[config.mk]
export PLATFORM = sky130hd
export DESIGN_NAME = mc_control
export DESIGN_NICKNAME = d
export VERILOG_FILES = /design/src/rtl/mips_ctrl_pkg.sv /design/src/rtl/mc_control_if.sv /design/src/rtl/mc_ctrl_decode.sv /design/src/rtl/mc_control.sv
export SDC_FILE = /design/constraint.sdc
export NUM_CORES = 1
export LEC_CHECK = 0
export ABC_AREA = 1
export ABC_CLOCK_PERIOD_IN_PS = 1300
export BUFFER_PORTS_ARGS = -buffer_cell sky130_fd_sc_hd__buf_2
export CORE_MARGIN = 2
export CORE_UTILIZATION = 43
export CTS_CLUSTER_DIAMETER = 100
export CTS_CLUSTER_SIZE = 40
export DETAILED_ROUTE_END_ITERATION = 8
export PLACE_DENSITY = 0.88
export SLEW_MARGIN = 20
export SYNTH_ARGS = -nofsm -noshare
export SYNTH_HDL_FRONTEND = slang
export SYNTH_SLANG_ARGS = --single-unit
export TNS_END_PERCENT = 30
[constraint.sdc]
create_clock -name i_clk -period 1.3 [get_ports i_clk]
set_input_delay 0.325 -clock i_clk [delete_from_list [all_inputs] [get_ports i_clk]]
set_output_delay 0.325 -clock i_clk [all_outputs]
set_load 0.02 [all_outputs]
[src/rtl/mips_ctrl_pkg.sv]
// Shared definitions for the multicycle MIPS controller: state encoding,
// opcode constants, datapath select codes and the control-word layout.
package mips_ctrl_pkg;

    typedef enum logic [3:0] {
        S_FETCH  = 4'd0,
        S_DECODE = 4'd1,
        S_MEMADR = 4'd2,
        S_MEMRD  = 4'd3,
        S_MEMWB  = 4'd4,
        S_MEMWR  = 4'd5,
        S_EXEC   = 4'd6,
        S_ALUWB  = 4'd7,
        S_BRANCH = 4'd8,
        S_JUMP   = 4'd9,
        S_ADDIEX = 4'd10,
        S_ADDIWB = 4'd11
    } state_e;

    localparam logic [5:0] OP_RTYPE = 6'b000000;
    localparam logic [5:0] OP_LW    = 6'b100011;
    localparam logic [5:0] OP_SW    = 6'b101011;
    localparam logic [5:0] OP_BEQ   = 6'b000100;
    localparam logic [5:0] OP_ADDI  = 6'b001000;
    localparam logic [5:0] OP_J     = 6'b000010;

    localparam logic [1:0] ALUOP_ADD   = 2'b00;
    localparam logic [1:0] ALUOP_SUB   = 2'b01;
    localparam logic [1:0] ALUOP_FUNCT = 2'b10;

    localparam logic [1:0] SRCB_REG   = 2'b00;
    localparam logic [1:0] SRCB_FOUR  = 2'b01;
    localparam logic [1:0] SRCB_IMM   = 2'b10;
    localparam logic [1:0] SRCB_SHIMM = 2'b11;

    localparam logic [1:0] PCSRC_ALU    = 2'b00;
    localparam logic [1:0] PCSRC_ALUOUT = 2'b01;
    localparam logic [1:0] PCSRC_JUMP   = 2'b10;

    // Full set of datapath control strobes produced each cycle.
    typedef struct packed {
        logic       pc_en;
        logic [1:0] pc_src;
        logic       iord;
        logic       mem_read;
        logic       mem_write;
        logic       ir_write;
        logic       reg_dst;
        logic       mem_to_reg;
        logic       reg_write;
        logic       alu_src_a;
        logic [1:0] alu_src_b;
        logic [1:0] alu_op;
    } ctrl_t;

    // True for every opcode the controller knows how to sequence.
    function automatic logic is_supported(input logic [5:0] op);
        return (op == OP_RTYPE) || (op == OP_LW) || (op == OP_SW) ||
               (op == OP_BEQ) || (op == OP_ADDI) || (op == OP_J);
    endfunction

endpackage

[src/rtl/mc_control_if.sv]
// Bundle between the controller core and its datapath: status in,
// control word and retire/illegal strobes out.
interface mc_control_if;
    import mips_ctrl_pkg::*;

    logic [5:0] opcode;
    logic       zero;
    logic       mem_ready;
    logic [3:0] state;
    ctrl_t      ctrl;
    logic       instr_done;
    logic       illegal;

    // The controller side consumes status and drives control.
    modport master (
        input  opcode, zero, mem_ready, state,
        output ctrl, instr_done, illegal
    );

    // The datapath side supplies status and consumes control.
    modport slave (
        output opcode, zero, mem_ready, state,
        input  ctrl, instr_done, illegal
    );
endinterface

[src/rtl/mc_ctrl_decode.sv]
// Moore output decode: maps the current state (plus mem_ready/zero for the
// handshake-qualified strobes) onto the control word.
module mc_ctrl_decode
    import mips_ctrl_pkg::*;
(
    mc_control_if.master bus
);

    ctrl_t ctrl_c;
    logic  done_c;
    logic  illegal_c;

    // Per-state control word; opcode only matters in DECODE for the illegal flag.
    always_comb begin
        // NOTE: every output gets a default first so no path can infer a latch.
        ctrl_c    = '0;
        done_c    = 1'b0;
        illegal_c = 1'b0;
        case (state_e'(bus.state))
            S_FETCH: begin
                ctrl_c.mem_read  = 1'b1;
                ctrl_c.alu_src_b = SRCB_FOUR;
                ctrl_c.ir_write  = bus.mem_ready;
                ctrl_c.pc_en     = bus.mem_ready;
            end
            S_DECODE: begin
                ctrl_c.alu_src_b = SRCB_SHIMM;
                illegal_c        = !is_supported(bus.opcode);
            end
            S_MEMADR, S_ADDIEX: begin
                ctrl_c.alu_src_a = 1'b1;
                ctrl_c.alu_src_b = SRCB_IMM;
            end
            S_MEMRD: begin
                ctrl_c.iord     = 1'b1;
                ctrl_c.mem_read = 1'b1;
            end
            S_MEMWB: begin
                ctrl_c.mem_to_reg = 1'b1;
                ctrl_c.reg_write  = 1'b1;
                done_c            = 1'b1;
            end
            S_MEMWR: begin
                ctrl_c.iord      = 1'b1;
                ctrl_c.mem_write = 1'b1;
                done_c           = bus.mem_ready;
            end
            S_EXEC: begin
                ctrl_c.alu_src_a = 1'b1;
                ctrl_c.alu_op    = ALUOP_FUNCT;
            end
            S_ALUWB: begin
                ctrl_c.reg_dst   = 1'b1;
                ctrl_c.reg_write = 1'b1;
                done_c           = 1'b1;
            end
            S_BRANCH: begin
                ctrl_c.alu_src_a = 1'b1;
                ctrl_c.alu_op    = ALUOP_SUB;
                ctrl_c.pc_src    = PCSRC_ALUOUT;
                ctrl_c.pc_en     = bus.zero;
                done_c           = 1'b1;
            end
            S_JUMP: begin
                ctrl_c.pc_src = PCSRC_JUMP;
                ctrl_c.pc_en  = 1'b1;
                done_c        = 1'b1;
            end
            S_ADDIWB: begin
                ctrl_c.reg_write = 1'b1;
                done_c           = 1'b1;
            end
            default: ;
        endcase
    end

    assign bus.ctrl       = ctrl_c;
    assign bus.instr_done = done_c;
    assign bus.illegal    = illegal_c;

endmodule

[src/rtl/mc_control.sv]
// Multicycle MIPS control unit: state register and next-state logic; the
// control word comes from mc_ctrl_decode.
module mc_control
    import mips_ctrl_pkg::*;
(
    input  logic       i_clk,
    input  logic       i_rst,
    input  logic [5:0] i_opcode,
    input  logic       i_zero,
    input  logic       i_mem_ready,
    output logic       o_c_pcEn,
    output logic [1:0] o_c_pcSrc,
    output logic       o_c_iorD,
    output logic       o_c_memRead,
    output logic       o_c_memWrite,
    output logic       o_c_irWrite,
    output logic       o_c_regDst,
    output logic       o_c_memToReg,
    output logic       o_c_regWrite,
    output logic       o_c_aluSrcA,
    output logic [1:0] o_c_aluSrcB,
    output logic [1:0] o_c_aluOp,
    output logic       o_instr_done,
    output logic       o_illegal,
    output logic [3:0] o_state
);

    state_e state_q;
    state_e state_d;

    mc_control_if u_bus ();

    assign u_bus.opcode    = i_opcode;
    assign u_bus.zero      = i_zero;
    assign u_bus.mem_ready = i_mem_ready;
    assign u_bus.state     = state_q;

    mc_ctrl_decode u_decode (
        .bus (u_bus)
    );

    // Instruction sequencing; memory-facing states hold until mem_ready.
    always_comb begin
        state_d = S_FETCH;
        case (state_q)
            S_FETCH:  state_d = i_mem_ready ? S_DECODE : S_FETCH;
            S_DECODE: begin
                case (i_opcode)
                    OP_RTYPE:     state_d = S_EXEC;
                    OP_LW, OP_SW: state_d = S_MEMADR;
                    OP_BEQ:       state_d = S_BRANCH;
                    OP_ADDI:      state_d = S_ADDIEX;
                    OP_J:         state_d = S_JUMP;
                    default:      state_d = S_FETCH;
                endcase
            end
            S_MEMADR: begin
                case (i_opcode)
                    OP_LW:   state_d = S_MEMRD;
                    OP_SW:   state_d = S_MEMWR;
                    default: state_d = S_FETCH;
                endcase
            end
            S_MEMRD:  state_d = i_mem_ready ? S_MEMWB : S_MEMRD;
            S_MEMWR:  state_d = i_mem_ready ? S_FETCH : S_MEMWR;
            S_EXEC:   state_d = S_ALUWB;
            S_ADDIEX: state_d = S_ADDIWB;
            default:  state_d = S_FETCH;
        endcase
    end

    // State register with synchronous reset that overrides any pending handshake.
    always_ff @(posedge i_clk) begin
        // NOTE: sequential state uses non-blocking assignment to avoid ordering races.
        if (i_rst) begin
            state_q <= S_FETCH;
        end else begin
            state_q <= state_d;
        end
    end

    assign o_c_pcEn     = u_bus.ctrl.pc_en;
    assign o_c_pcSrc    = u_bus.ctrl.pc_src;
    assign o_c_iorD     = u_bus.ctrl.iord;
    assign o_c_memRead  = u_bus.ctrl.mem_read;
    assign o_c_memWrite = u_bus.ctrl.mem_write;
    assign o_c_irWrite  = u_bus.ctrl.ir_write;
    assign o_c_regDst   = u_bus.ctrl.reg_dst;
    assign o_c_memToReg = u_bus.ctrl.mem_to_reg;
    assign o_c_regWrite = u_bus.ctrl.reg_write;
    assign o_c_aluSrcA  = u_bus.ctrl.alu_src_a;
    assign o_c_aluSrcB  = u_bus.ctrl.alu_src_b;
    assign o_c_aluOp    = u_bus.ctrl.alu_op;

    // Reset masks the status outputs so an abandoned instruction never retires.
    assign o_instr_done = u_bus.instr_done & ~i_rst;
    assign o_illegal    = u_bus.illegal & ~i_rst;
    assign o_state      = i_rst ? 4'd0 : u_bus.state;

endmodule

==> results of run 1 <==
## per-stage QoR
step	cell area (um2)	hold slack (ns)	setup WS (ns)	setup TNS (ns)	utilization (%)
floorplan	631	0.558	-0.120	-0.277	-
global placement	981	0.668	-0.0910	-0.236	76.3
detailed placement	981	0.669	-0.117	-0.415	76.3
CTS	1140	0.428	-0.288	-3.64	88.9
## kinds of logic after synthesis
family / Yosys count
AND/OR/NAND/NOR: 78
buffers and inverters: 20
flip-flops: 4
AO/OA/AOI/OAI: 7
## cells in the mapped netlist
master,n,area share (%)
a21oi_1,3,2.6
buf_4,1,1.3
clkbuf_1,1,0.64
dfxtp_1,4,14
inv_1,14,9.0
inv_2,4,2.6
nand2_1,25,16
nand2_2,4,4.3
nand2_4,2,3.9
nand2_8,1,3.4
nand3_1,12,10
nand4_1,1,1.1
nor2_1,28,18
nor2_4,4,7.7
nor3_1,1,0.86
o21ai_0,2,1.7
o21ai_2,1,1.5
o22ai_1,1,1.1
## what timing repair did
item	in CTS
hold buffers	0
setup endpoints to repair	18
resized for setup	43
endpoints found under the hold margin	0
pin swaps	7
buffers inserted	2
==> metrics.md, run 1 <==
| Metric | Value |
|---|---|
| Yosys synthesis warning count | 0 |
| Avg Cell Area, Syn | 5.34 um2 |
| Outcome | did not finish |
| Clock tree sinks | 4 |
| Core Rows | 13 |
| Post-synth design cell area | 582 um2 |
| Synth unique cells | 18 |
| TritonCTS buffer count | 3 |
| Post-GRT worst EP | o_c_pcEn |
| Post-synthesis sequential area ratio | 13.8% |
| Last step reached | 5_1_grt |
| Die X-Extent | 40.8 um |
| Largest family of logic cells by synthesized area | simple AND/OR/NAND/NOR gates |
| Final GP Congestion | 0.833 |
| Area share of fa/ha/maj cells after synthesis | 0% |
| Synth Area in Simple Gates | 65.8% |
| CTS H-Tree Depth | 1 |
| Post-synthesis mux area share | 0% |
| Top Ports | 31 |
| Yosys reg bits | 4 |
| Synth Instances | 109 |
| Cells after DPL | 176 |
| Xor/xnor share of the synthesized area | 0% |
| Max Root-Sink Buffers | 2 |
| Syn_nets | 119 |
| PortBufs | 30 |
| Largest net degree at the start of global routing | 10 |
| Clock Root Buffer | clkbuf_4 |
| Run Error | [ERROR DPL-0033] detailed placement checks failed during check placement. |
| Worst ep type | primary output |
| Initial antenna violation count | 0 |
| Die Height | 40.8 um |
| Post-DP HPWL | 1620 um |
| Synth Area in Compound Gates | 6.88% |
| Initial Util | 45.3% |
==> inputs of run 2 (changes only) <==
Settings changed: CORE_AREA from default to 2 2 63 65, CORE_MARGIN 2 to default, CORE_UTILIZATION 43 to default, CTS_CLUSTER_DIAMETER 100 to default, CTS_CLUSTER_SIZE 40 to default, DIE_AREA from default to 0 0 65 67, PLACE_DENSITY 0.88 to default, PLACE_DENSITY_LB_ADDON from default to 0.15.
==> run 2 against run 1 <==
Against the previous run: the flow now finishes, with violations (setup timing); synthesized area did not move; synthesized cell count did not move.
==> metrics.md, run 2 <==
| Metric | Value |
|---|---|
| Crit-path slowest cell | dfxtp_4 |
| Final Setup Violations | 19 |
| Number of flip-flops under the largest register name | 4 |
| Vias in the first global route | 839 |
| RSZ-0062 raised after global routing | yes |
| Yosys synthesis warning count | 0 (unchanged) |
| Die X-Extent | 65 um (+59%) |
| Reg-to-reg setup timing slack | 0.04 ns |
| TritonCTS buffer count | 3 (unchanged) |
| Top reg by flops | state_q |
| Post-synth design cell area | 582 um2 (unchanged) |
| Initial Util | 16.1% (-29 points) |
| Final WS setup | -0.260 ns |
| Max Root-Sink Buffers | 2 (unchanged) |
| Clk Latency, worst-skew pair | 0.22 ns |
| Yosys top cell area share | 18.1% (unchanged) |
| Total track usage | 10.2% |
| Crit-path cells | inv_8 > nand2_8 > nor2_4 > nand2_2 > o21ai_2 > nor2_2 > nor2_2 > buf_6 |
| Top Registers | state_q x4 |
| Critical Path End Type | output pin |
| Crit share post-route | 120% |
| Layout Cells excl Fill | 217 |
| Hold path depth | 3 |
| Most used cell, CP | nor2_2 |
| CTS H-Tree Depth | 1 (unchanged) |
| Yosys reg bits | 4 (unchanged) |
| Via Count | 842 |
| Cells after DPL | 210 (+19%) |
| Synth Instances | 109 (unchanged) |
| Clock tree sinks | 4 (unchanged) |
| Shortest period the worst path allows | 1.56 ns |
| Actual slew at the worst max-slew pin | 0.240 ns |
| Critical Path Fanout Max | 5 |
| Critical R2R Launch | state_q[2]$_SDFF_PP0_ |
| Critical path arrival | 1.24 ns |
| Nets | 180 |
| Clock Root Buffer | clkbuf_8 |
| Area Growth Syn to Fin | 123% |
| Grt ovf | 0 |
| Number of vias per cell | 3.88 |
| Core area | 0.00361 mm2 |
| Initial antenna violation count | 0 |
| Drt drc | 0 |
| Post-synth ARST share | 0% (unchanged) |
| # diodes | 0 |
| Fillcell total | 400 |
| Top Ports | 31 (unchanged) |
| Layout cells sized above 1 | 58.6% |
| Post-synth EDFFs | 0 (unchanged) |
| PortBufs | 30 (unchanged) |
| Synth top area cells | nor2_1, nand2_1, dfxtp_1 |
| Worst r2r path cells | 9 |
| Avg Cell Area, Syn | 5.34 um2 (unchanged) |
| DRT iter0 DRCs | 42 |
| Final Skew | 0.00149 ns |
| Pre-antenna DRT Iters | 5 |
| R2r endpoint | state_q[1]$_SDFF_PP0_ |
| Max-slew violations | 0 |
| Total Power | 0.585 mW |
| Worst EP required | 0.98 ns |
| Min-delay src | i_rst |
| Commonest non-fill, non-tap cells in the layout | buf_4, nand2_1, nor2_1 |
| First-pass GRT wire length | 3450 um |
| Die Height | 67 um (+64%) |
| Post-route cell area | 0.00129 mm2 |
| Worst Hold Class | in -> reg |
| Die area | 0.00436 mm2 |
| Post-synthesis sequential area ratio | 13.8% (unchanged) |
| Critical Path Start Type | flip-flop |
| Commonest non-fill, non-tap cell in the layout | buf_4 |
| Post-DP Area | 0.00102 mm2 (+3.7%) |
| Drt wl/cell | 9.53 um |
| Final GP Congestion | 0.739 (-11%) |
| Clk slew on worst S/H paths | 0.03 ns |
| Rel. slew slack | 84.0% |
| Yosys top cell by area | nor2_1 |
| Lkg Pwr | 0.671 nW |
| Worst Hold End | state_q[3]$_SDFF_PP0_ |
| Synth top cells by count | nor2_1, nand2_1, inv_1, nand3_1 |
| Setup CP Type | reg -> out |
| Synth unique cells | 18 (unchanged) |
| Syn_nets | 119 (unchanged) |
| FMAX | 641 MHz |
| Max incr delay on CP | 0.37 ns |
| Pwr Density | 452 mW/mm2 |
| Outcome | finished, violations left |
| Final WL | 2070 um |
| Core Rows | 22 (+9) |
| Maxcap violations | 0 |
| Routed Antenna Nets | 0 |
| Pre-CTS WS | -0.125 ns (-0.00803 ns) |
| Failing checks | setup timing |
| Top_reg_cell synth | dfxtp_1 |
| Final Hold Fails | 0 |
| Largest net degree at the start of global routing | 10 |
| TritonCTS clock tree | yes |
| Count leader, synth | nor2_1 |
| Max VDD drop | 0.204 mV |
| Post-DP HPWL | 1720 um (+5.9%) |
==> run 2: cell counts after synthesis <==
Identical to the previous run, type by type.
==> run 2: worst max-delay path, delay by kind of cell (launching register included) <==
kind | cells | cell delay (ns)
simple gates | 5 | 0.38
buf+inv | 2 | 0.21
compound gates | 1 | 0.06
flops | 1 | 0.37
==> run 2: cell type report <==
cell class                      instances  area, um2  share of cell area (%)
Multi-Input combinational cell         85        536                    41.4
Timing Repair Buffer                   58        474                    36.6
Sequential cell                         4       92.6                    7.15
Inverter                               18       87.6                    6.76
Tap cell                               48       60.1                    4.64
Clock buffer                            4       45.0                    3.48
==> run 2: worst max-delay path by stage <==
stage,startpoint,to,depth (start not counted),slack (ns)
2_1_floorplan,state_q[1]$_SDFF_PP0_,o_instr_done,7,-0.12
3_3_place_gp,state_q[2]$_SDFF_PP0_,o_instr_done,8,-0.12
3_5_place_dp,state_q[2]$_SDFF_PP0_,o_instr_done,8,-0.12
4_1_cts,state_q[3]$_SDFF_PP0_,o_instr_done,8,-0.27
5_1_grt,state_q[1]$_SDFF_PP0_,o_c_aluSrcA,8,-0.34
6_report,state_q[3]$_SDFF_PP0_,o_instr_done,8,-0.26
==> run 2: power by group <==
group | internal [mW] | switching (mW) | total [mW]
sequential | 0.121 | 0.00460 | 0.126
combinational | 0.0819 | 0.0954 | 0.177
clock | 0.210 | 0.0719 | 0.282
total | 0.413 | 0.172 | 0.585
==> run 2: timing repair <==
action	CTS	global route
resized for setup	40	28
pin swaps	4	0
hold buffers	0	0
setup buffers	0	3
endpoints found under the setup margin	20	22
cloned	0	0
==> run 2: metal layers <==
| metal | part of all wire [%] | wire, um | up-vias | GRT usage, % |
|---|---|---|---|---|
| met5 | 0 | 0 | - | 0 |
| met3 | 4.1 | 85 | 0 | 2.36 |
| met2 | 55 | 1140 | 21 | 20.5 |
| met4 | 0 | 0 | 0 | 2.39 |
| met1 | 41 | 841 | 364 | 10.7 |
| li1 | - | - | 457 | - |
==> run 2: kinds of logic after synthesis <==
kind of cell | synth area share (%)
AO/OA/AOI/OAI | 6.88
buffers and inverters | 13.5
flip-flops | 13.8
AND/OR/NAND/NOR | 65.8
==> run 2: through the flow <==
| step | hold WS [ns] | setup TNS, ns | utilization [%] |
|---|---|---|---|
| floorplan | 0.558 | -0.277 | - |
| global placement | 0.697 | -0.269 | 28.2 |
| detailed placement | 0.688 | -0.310 | 28.2 |
| CTS | 0.478 | -3.19 | 32.7 |
| global route | 0.528 | -4.28 | 35.9 |
| finish | 0.514 | -2.93 | 35.9 |
Power figures use the tool's default switching activity.
==> inputs of run 3 (changes only) <==
--- a/config.mk
+++ b/config.mk
@@ -18,2 +18 @@
 export SYNTH_SLANG_ARGS = --single-unit
-export TNS_END_PERCENT = 30
==> constraint.sdc (replaced) <==
create_clock -name i_clk -period 1.3 [get_ports i_clk]
set_input_delay 0 -clock i_clk [delete_from_list [all_inputs] [get_ports i_clk]]
set_output_delay 0 -clock i_clk [all_outputs]
set_load 0.02 [all_outputs]
==> run 3 against run 2 <==
Against the previous run: the flow now finishes without violations; global-route usage decreased by 1.5 points; critical path depth unchanged; first-iteration DRC count decreased by 17%; die area unchanged; non-clock buffer count decreased by 21; worst setup slack improved by 0.32 ns; worst hold slack got worse by 0.42 ns; flip-flop and latch count unchanged; routed wire length decreased by 9.0%; clock-buffer cell count decreased by 1; highest routed layer unchanged.
==> metrics.md, run 3 (same netlist as run 2, synthesis figures left out) <==
| Metric | Value |
|---|---|
| Outcome | completed |
| Comb pwr share | 24.1% (-6.2 points) |
| Crit-path slowest cell | dfxtp_4 |
| Max Root-Sink Buffers | 2 (unchanged) |
| Max VDD drop | 0.163 mV (-20%) |
| Reg-to-reg setup timing slack | 0.14 ns (+0.10 ns) |
| Layout Cells excl Fill | 195 (-10%) |
| Final GP Congestion | 0.774 (+4.7%) |
| Actual slew at the worst max-slew pin | 0.257 ns (+0.0171 ns) |
| Min-delay src | i_rst |
| Drt drc | 0 (unchanged) |
| Net Sw Frac | 28.5% (-0.86 points) |
| Critical R2R Launch | state_q[1]$_SDFF_PP0_ |
| Pre-CTS WS | 0.0906 ns (+0.215 ns) |
| Die X-Extent | 65 um (unchanged) |
| Nets | 159 (-12%) |
| Initial antenna violation count | 0 (unchanged) |
| Number of flip-flops under the largest register name | 4 (unchanged) |
| Fillcell total | 427 (+6.8%) |
| Final WL | 1880 um (-9.0%) |
| Worst r2r path cells | 8 (-1) |
| Post-route cell area | 960 um2 (-26%) |
| WHS | 0.0958 ns (-0.418 ns) |
| Initial Util | 16.1% (unchanged) |
| Grt ovf | 0 (unchanged) |
| Final Setup Violations | 0 (-19) |
| Setup CP Type | reg -> out |
| Top Ports | 31 (unchanged) |
| Clk slew on worst S/H paths | 0.03 ns (about the same) |
| Final WS setup | 0.0569 ns (+0.317 ns) |
| Clock tree sinks | 4 (unchanged) |
| Cells after DPL | 186 (-11%) |
| TritonCTS buffer count | 3 (unchanged) |
| # diodes | 0 (unchanged) |
| RSZ-0062 raised after global routing | yes |
| Most used cell, CP | nor2_1 |
| First-pass GRT wire length | 2950 um (-15%) |
| Final Skew | 0.00105 ns (-0.000441 ns) |
| Crit-path cells | inv_6 > nand2_8 > nor2_4 > nand2_2 > o21ai_2 > nor2_1 > nor2_1 > buf_4 |
| R2r endpoint | state_q[0]$_SDFF_PP0_ |
| Post-DP Area | 788 um2 (-23%) |
| Via Count | 772 (-8.3%) |
| Max-slew violations | 0 (unchanged) |
| Worst Hold Class | in -> reg |
| Rel. slew slack | 82.8% (-1.1 points) |
| Setup TNS | 0 ns (+2.93 ns) |
| Commonest non-fill, non-tap cell in the layout | buf_2 |
| Pre-antenna DRT Iters | 4 (-1) |
| Clk Latency, worst-skew pair | 0.21 ns (about the same) |
| P_int | 0.357 mW (-14%) |
| Lkg Pwr | 0.546 nW (-19%) |
| Top reg by flops | state_q |
| Hold Buf Count CTS | 0 (unchanged) |
| Maxcap violations | 0 (unchanged) |
| Post-DP HPWL | 1510 um (-12%) |
| Total Power | 0.500 mW (-15%) |
| Area Growth Syn to Fin | 64.9% |
| Clock power share | 50.7% (+2.5 points) |
| Drt wl/cell | 9.64 um (+1.2%) |
| Core area | 0.00361 mm2 (unchanged) |
| FMAX | 804 MHz (+26%) |
| TritonCTS clock tree | yes |
| Vias in the first global route | 714 (-15%) |
| Total track usage | 8.78% (-1.5 points) |
| Pwr Density | 521 mW/mm2 (+15%) |
| Shortest period the worst path allows | 1.24 ns (-0.317 ns) |
| Top Registers | state_q x4 |
| Number of vias per cell | 3.96 (+2.0%) |
| Area of the multi-input gates | 475 um2 (-11%) |
| Finished Core Util | 26.6% (-9.3 points) |
| Worst EP required | 1.30 ns (+0.32 ns) |
| Die Height | 67 um (unchanged) |
| Sw Pwr | 0.142 mW (-17%) |
| Critical path arrival | 1.24 ns (about the same) |
| Critical Path Fanout Max | 6 (+1) |
| CTS H-Tree Depth | 1 (unchanged) |
| Flop pwr share | 25.2% (+3.7 points) |
| Die area | 0.00436 mm2 (unchanged) |
| Critical Path Start Type | flip-flop |
| Clock Root Buffer | clkbuf_8 |
| Critical Path End Type | output pin |
| Worst Hold End | state_q[3]$_SDFF_PP0_ |
| Max incr delay on CP | 0.35 ns (-0.02 ns) |
| Routed Antenna Nets | 0 (unchanged) |
| Final Hold Fails | 0 (unchanged) |
| Core Rows | 22 (unchanged) |
| CP top delay family | simple AND/OR/NAND/NOR gates |
| PortBufs | 30 (unchanged) |
| Largest net degree at the start of global routing | 11 (+1) |
| Layout cells sized above 1 | 48.3% (-10 points) |
| Hold path depth | 2 (-1) |
| DRT iter0 DRCs | 35 (-17%) |
| Worst Setup SP | state_q[1]$_SDFF_PP0_ |
| Crit share post-route | 95.6% (-24 points) |
| FF/Latch Area | 95.1 um2 (+2.7%) |
| Crit path buffers/inverters | 2 (unchanged) |
| Commonest non-fill, non-tap cells in the layout | buf_2, nor2_1, nand2_1 |
## run 3: what timing repair did
item,CTS,global route
endpoints found under the setup margin,4,4
gates resized for setup,12,19
pin swaps,1,4
setup buffers,2,4
## run 3: layer usage
metal / wire [um] / share of wire (%) / track usage, %
met1: 843 / 45 / 10.1
met2: 883 / 47 / 15.1
met3: 153 / 8.1 / 2.87
met4: 0 / 0 / 3.19
met5: 0 / 0 / 0
## run 3: worst max-delay path by stage
| stage | slack [ns] | endpoint | cells after the start |
|---|---|---|---|
| 2_1_floorplan | 0.05 | o_c_pcEn | 5 |
| 3_3_place_gp | 0.10 | state_q[0]$_SDFF_PP0_ | 7 |
| 3_5_place_dp | 0.09 | state_q[0]$_SDFF_PP0_ | 7 |
| 4_1_cts | 0.001 | o_instr_done | 8 |
| 5_1_grt | -0.04 | o_illegal | 6 |
| 6_report | 0.06 | o_instr_done | 8 |
## run 3: final cells by class
cell class | instances | share of cell area, %
Clock buffer | 3 | 4.30
Inverter | 18 | 8.34
Multi-Input combinational cell | 85 | 49.5
Sequential cell | 4 | 9.91
Tap cell | 48 | 6.26
Timing Repair Buffer | 37 | 21.6
## run 3: power by group through the flow
stage / sequential, mW / combinational, mW / clock (mW)
2_1_floorplan: 0.131 / 0.0712 / 0
3_3_place_gp: 0.131 / 0.115 / 0
3_5_place_dp: 0.131 / 0.114 / 0
4_1_cts: 0.129 / 0.117 / 0.263
5_1_grt: 0.126 / 0.135 / 0.271
6_report: 0.126 / 0.121 / 0.253
